File: src/rtl/sha1_pkg.sv
// rtl/sha1_pkg.sv - shared SHA-1 controller types, round constants and digest initial values
package sha1_pkg;

    localparam int SHA1_ROUNDS = 80;

    typedef enum logic [1:0] {
        ST_IDLE  = 2'd0,
        ST_ROUND = 2'd1,
        ST_FINAL = 2'd2
    } sha1_state_e;

    localparam logic [31:0] SHA1_K0 = 32'h5A827999;
    localparam logic [31:0] SHA1_K1 = 32'h6ED9EBA1;
    localparam logic [31:0] SHA1_K2 = 32'h8F1BBCDC;
    localparam logic [31:0] SHA1_K3 = 32'hCA62C1D6;

    localparam logic [31:0] SHA1_H0 = 32'h67452301;
    localparam logic [31:0] SHA1_H1 = 32'hEFCDAB89;
    localparam logic [31:0] SHA1_H2 = 32'h98BADCFE;
    localparam logic [31:0] SHA1_H3 = 32'h10325476;
    localparam logic [31:0] SHA1_H4 = 32'hC3D2E1F0;

    function automatic logic [31:0] sha1_k(input logic [1:0] f_sel);
        case (f_sel)
            2'd0:    sha1_k = SHA1_K0;
            2'd1:    sha1_k = SHA1_K1;
            2'd2:    sha1_k = SHA1_K2;
            default: sha1_k = SHA1_K3;
        endcase
    endfunction

endpackage

File: src/rtl/sha1_round_cnt.sv
// rtl/sha1_round_cnt.sv - round index counter with round-function select and Kt decode
module sha1_round_cnt
    import sha1_pkg::*;
#(
    parameter int ROUNDS = SHA1_ROUNDS
) (
    input  logic        clk,
    input  logic        rst_n,
    input  logic        clr_i,
    input  logic        en_i,
    output logic [6:0]  round_t_o,
    output logic        last_o,
    output logic [1:0]  f_sel_o,
    output logic [31:0] k_const_o
);

    localparam logic [6:0] LAST_T = 7'(ROUNDS - 1);

    logic [6:0] round_t_q;
    logic [6:0] round_t_d;
    logic [1:0] grp;

    assign round_t_o = round_t_q;
    assign last_o    = en_i && (round_t_q == LAST_T);

    // The counter wraps to 0 on the last round so FINAL and IDLE always see t=0.
    always_comb begin
        round_t_d = round_t_q;
        if (clr_i) begin
            round_t_d = 7'd0;
        end else if (en_i) begin
            round_t_d = last_o ? 7'd0 : round_t_q + 7'd1;
        end
    end

    always_ff @(posedge clk or negedge rst_n) begin
        if (!rst_n) begin
            round_t_q <= 7'd0;
        end else begin
            round_t_q <= round_t_d;
        end
    end

    always_comb begin
        grp       = 2'd0;
        f_sel_o   = 2'd0;
        k_const_o = 32'd0;
        if (en_i) begin
            if (round_t_q < 7'd20) begin
                grp = 2'd0;
            end else if (round_t_q < 7'd40) begin
                grp = 2'd1;
            end else if (round_t_q < 7'd60) begin
                grp = 2'd2;
            end else begin
                grp = 2'd3;
            end
            f_sel_o   = grp;
            k_const_o = sha1_k(grp);
        end
    end

endmodule

File: src/rtl/sha1_round_ctrl.sv
// rtl/sha1_round_ctrl.sv - SHA-1 block sequencer: IDLE -> ROUND x ROUNDS -> FINAL
// Optional abort input enabled by defining SHA1_ABORT_EN.
module sha1_round_ctrl
    import sha1_pkg::*;
#(
    parameter int ROUNDS = SHA1_ROUNDS
) (
    input  logic        clk,
    input  logic        rst_n,
    input  logic        blk_valid,
    input  logic        blk_first,
`ifdef SHA1_ABORT_EN
    input  logic        abort,
`endif
    output logic        blk_ready,
    output logic        w_load,
    output logic        hash_init,
    output logic        round_en,
    output logic [6:0]  round_t,
    output logic [1:0]  f_sel,
    output logic [31:0] k_const,
    output logic        digest_add,
    output logic        done
);

    sha1_state_e state_q;
    logic        blk_ready_q;
    logic        round_en_q;
    logic        final_q;
    logic        accept;
    logic        abort_w;
    logic        last_round;

`ifdef SHA1_ABORT_EN
    assign abort_w = abort && (state_q != ST_IDLE);
`else
    assign abort_w = 1'b0;
`endif

    // Gating with rst_n keeps every strobe low for the whole time reset is held.
    assign blk_ready  = blk_ready_q && rst_n;
    assign accept     = blk_valid && blk_ready;
    assign w_load     = accept;
    assign hash_init  = accept && blk_first;
    assign round_en   = round_en_q;
    assign digest_add = final_q && !abort_w;
    assign done       = final_q && !abort_w;

    always_ff @(posedge clk or negedge rst_n) begin
        if (!rst_n) begin
            state_q     <= ST_IDLE;
            blk_ready_q <= 1'b1;
            round_en_q  <= 1'b0;
            final_q     <= 1'b0;
        end else begin
            case (state_q)
                ST_IDLE: begin
                    if (accept) begin
                        state_q     <= ST_ROUND;
                        blk_ready_q <= 1'b0;
                        round_en_q  <= 1'b1;
                    end
                end
                ST_ROUND: begin
                    if (abort_w) begin
                        state_q     <= ST_IDLE;
                        blk_ready_q <= 1'b1;
                        round_en_q  <= 1'b0;
                    end else if (last_round) begin
                        state_q    <= ST_FINAL;
                        round_en_q <= 1'b0;
                        final_q    <= 1'b1;
                    end
                end
                ST_FINAL: begin
                    state_q     <= ST_IDLE;
                    blk_ready_q <= 1'b1;
                    final_q     <= 1'b0;
                end
                default: begin
                    state_q     <= ST_IDLE;
                    blk_ready_q <= 1'b1;
                    round_en_q  <= 1'b0;
                    final_q     <= 1'b0;
                end
            endcase
        end
    end

    sha1_round_cnt #(
        .ROUNDS (ROUNDS)
    ) u_round_cnt (
        .clk       (clk),
        .rst_n     (rst_n),
        .clr_i     (abort_w),
        .en_i      (state_q == ST_ROUND),
        .round_t_o (round_t),
        .last_o    (last_round),
        .f_sel_o   (f_sel),
        .k_const_o (k_const)
    );

endmodule
File: config.mk
export PLATFORM = sky130hd
export DESIGN_NAME = sha1_round_ctrl
export DESIGN_NICKNAME = d
export VERILOG_FILES = /design/src/rtl/sha1_pkg.sv /design/src/rtl/sha1_round_cnt.sv /design/src/rtl/sha1_round_ctrl.sv
export SDC_FILE = /design/constraint.sdc
export NUM_CORES = 1
export LEC_CHECK = 0
export ABC_AREA = 1
export BUFFER_PORTS_ARGS = -buffer_cell sky130_fd_sc_hd__buf_2
export CAP_MARGIN = 20
export CORE_ASPECT_RATIO = 0.7
export CORE_MARGIN = 8
export CORE_UTILIZATION = 44
export DETAILED_ROUTE_END_ITERATION = 10
export PLACE_DENSITY = 0.78
export SLEW_MARGIN = 20
export SYNTH_ARGS = -nofsm -noshare
export SYNTH_HDL_FRONTEND = slang
export SYNTH_SLANG_ARGS = --single-unit
File: constraint.sdc
create_clock -name clk -period 2.7 [get_ports clk]
set_input_delay 0.81 -clock clk [delete_from_list [all_inputs] [get_ports clk]]
set_output_delay 0.81 -clock clk [all_outputs]
set_load 0.005 [all_outputs]
==> metrics.cfg <==
[clock_network]
numCtsBuffers=3
cts_hold_buf=0
clk_transition_reported_paths_ns=0.09
cts_max_path_buffers=2
htree_levels=1
clock_sink_count=12
cts_root_buf=clkbuf_4
cts_tree=built
clk_latency_ns=0.28

[power]
power_w=0.000308
ir_worst_vdd_uv=179
p_leak_nw=0.709
power_density_nw_per_um2=260

[routing]
wl_per_cell_um=13.0
vias_per_cell=4.64
drt_wl_total_um=2650
top_layer=met4
drt-pass1-iter-count=4
ant_nets=0
routed-wl-met3_um=210
num_vias=941
met2_length_um=1360
wl_met1_um=1050
drc=0
first_iter_violations=49

[cells_and_area]
nets=180
drive_gt1_share_pct=48.0
area_growth_pct=20.8
final_area_um2=1180
antennaDiodeCount=0
post-route-util_pct=55.8

[floorplan]
fp.dieH_um=55.5
dieArea_um2=4010
top_level_ports=51
die_w_um=72.4
initial_core_util_pct=46.2
rows=14
core_um2=2120

[yosys]
synth-seq-area-share_pct=30.8
synth_most_common_cell=nand2_1
yosys_warnings=0
yosys-top-cells-count=nand2_1 (25), buf_4 (21), inv_1 (16), nor2_1 (15), dfrtp_1 (11)
synth_edf_count=0
synth_largest_area_cell=dfrtp_1
synth_cell_types=27
async_flop_share_pct=100
synth_seq_cells=12
synthTopCellsByArea=dfrtp_1 (28%), buf_4 (16%), nand2_1 (9.6%)
synth_cells=133
synthDominantCellAreaShare_pct=28.1
avgSynthCellArea_um2=7.36
synth_nets=141
syn_area_um2=978
ys.flop_type=dfrtp_1

[setup_path]
critPathLaunch=u_round_cnt.round_t_o[5]$_DFFE_PN0P_
r2r_start=state_q[1]$_DFFE_PN0P_
r2r_setup_slack_ns=1.29
cp.arrival_ns=1.81
r2r-end=u_round_cnt.round_t_o[3]$_DFFE_PN0P_
endpoint=k_const[26]
cp-start-kind=register
worstPathMaxFanout=9
ff2ff_path_depth=6
critPathKind=reg2out
required_ns=1.89
worst_setup_path_end_kind=output pin

[timing]
setup_slack_ns=0.0794
finalCritPeriodShare_pct=97.1
max_clock_freq_mhz=382
finalCriticalPeriod_ns=2.62
hold_violations=0
setup_viol=0
timing.clock.skew_ns=0.0147
final_max_slew_viol_count=0

[hold_path]
min_path_type=in2async

[global_routing]
grt_overflow=0
grtUsageTotal_pct=13.1
antenna_found_initial=0
first_global_vias=815
grt_pass1_wl_um=4170
grt_max_degree=17

[placed_design]
dp_hpwl_um=2080
port_buffers=49
pre_cts_ws_ns=0.260
gp_congestion=0.828
dpl_cell_area_um2=1100

[flow_run]
max_cap_viol_count=0

[outcome]
outcome=finished clean

worst max-delay path, stage by stage, from the launching register on:
cell and delay [ns]:
dfrtp_1 0.51, inv_1 0.16, nand3_2 0.13, nand2_2 0.10, inv_1 0.05, ha_1 0.29
nor2_2 0.13, buf_2 0.15
report_power, final:
group	internal, W	switching, W	leakage (nW)
registers	0.000180	0	0.135
clock network	0.0000574	0.0000638	0.0150
logic	0.00000260	0.00000453	0.559
through the flow:
| step | setup TNS [ns] | hold slack [ns] | cells |
|---|---|---|---|
| floorplan | 0 | 0.464 | 133 |
| global placement | 0 | 0.452 | 193 |
| detailed placement | 0 | 0.453 | 193 |
| CTS | 0 | 0.449 | 199 |
| global route | -0.0103 | 0.455 | 203 |
| finish | 0 | 0.444 | 203 |
cell type report:
type | count | area, um^2
inverters | 20 | 75.1
clock buffers | 4 | 26.3
well taps | 32 | 40.0
flip-flops and latches | 12 | 305
fillers | 203 | 937
multi-input cells | 78 | 430
repair buffers | 57 | 305
timing repair:
action	4_1_cts	5_1_grt
cloned	0	0
setup buffers	2	4
resized for setup	3	3
pin swaps	0	3
setup endpoints to repair	4	4
sequential cells by signal, indices dropped and copies added, names as in the netlist:
register               cells
digest_add                 1
u_round_cnt.round_t_o      7
blk_ready_q                1
state_q                    2
round_en                   1
kinds of logic (layout without fill, tap and decap cells):
kind of cell	after synthesis	in the layout	share of synthesized area (%)
AO/OA/AOI/OAI	10	10	6.14
XOR/XNOR	1	1	0.895
other	1	1	0.383
AND/OR/NAND/NOR	62	62	31.2
buffers and inverters	43	81	25.4
flip-flops	12	12	30.8
adder cells (fa/ha/maj)	4	4	5.12
cell usage in the layout, fill, tap and decap left out, types with 2 or more instances in the layout:
master,synthesis,layout
nor2_1,15,14
dfrtp_2,0,3
inv_1,16,16
dfrtp_1,11,8
nand3_2,4,4
ha_1,4,4
clkbuf_4,0,3
inv_2,3,4
nand3_1,7,7
nand2_1,25,25
a21oi_1,4,4
nand4_1,2,2
buf_4,21,8
nor2_2,1,2
nand2_2,5,5
buf_2,1,49
per-layer routing:
layer  vias to the layer above  global-route usage, %
met5                         -                      0
met3                         4                   4.32
met2                        38                   23.0
met1                       434                   14.4
li1                        465                      -
met4                         0                   4.06
how the worst min path moves through the flow:
stage                         startpoint                     end  slack, ns  depth (start not counted)
floorplan           round_en$_DFFE_PN0P_    round_en$_DFFE_PN0P_       0.46                          2
global placement    round_en$_DFFE_PN0P_    round_en$_DFFE_PN0P_       0.45                          2
detailed placement  round_en$_DFFE_PN0P_    round_en$_DFFE_PN0P_       0.45                          2
CTS                                rst_n  state_q[1]$_DFFE_PN0P_       0.45                          2
global route                       rst_n  state_q[1]$_DFFE_PN0P_       0.46                          2
finish                             rst_n  state_q[1]$_DFFE_PN0P_       0.44                          2
No activity file was read; power rests on OpenSTA's default activity.
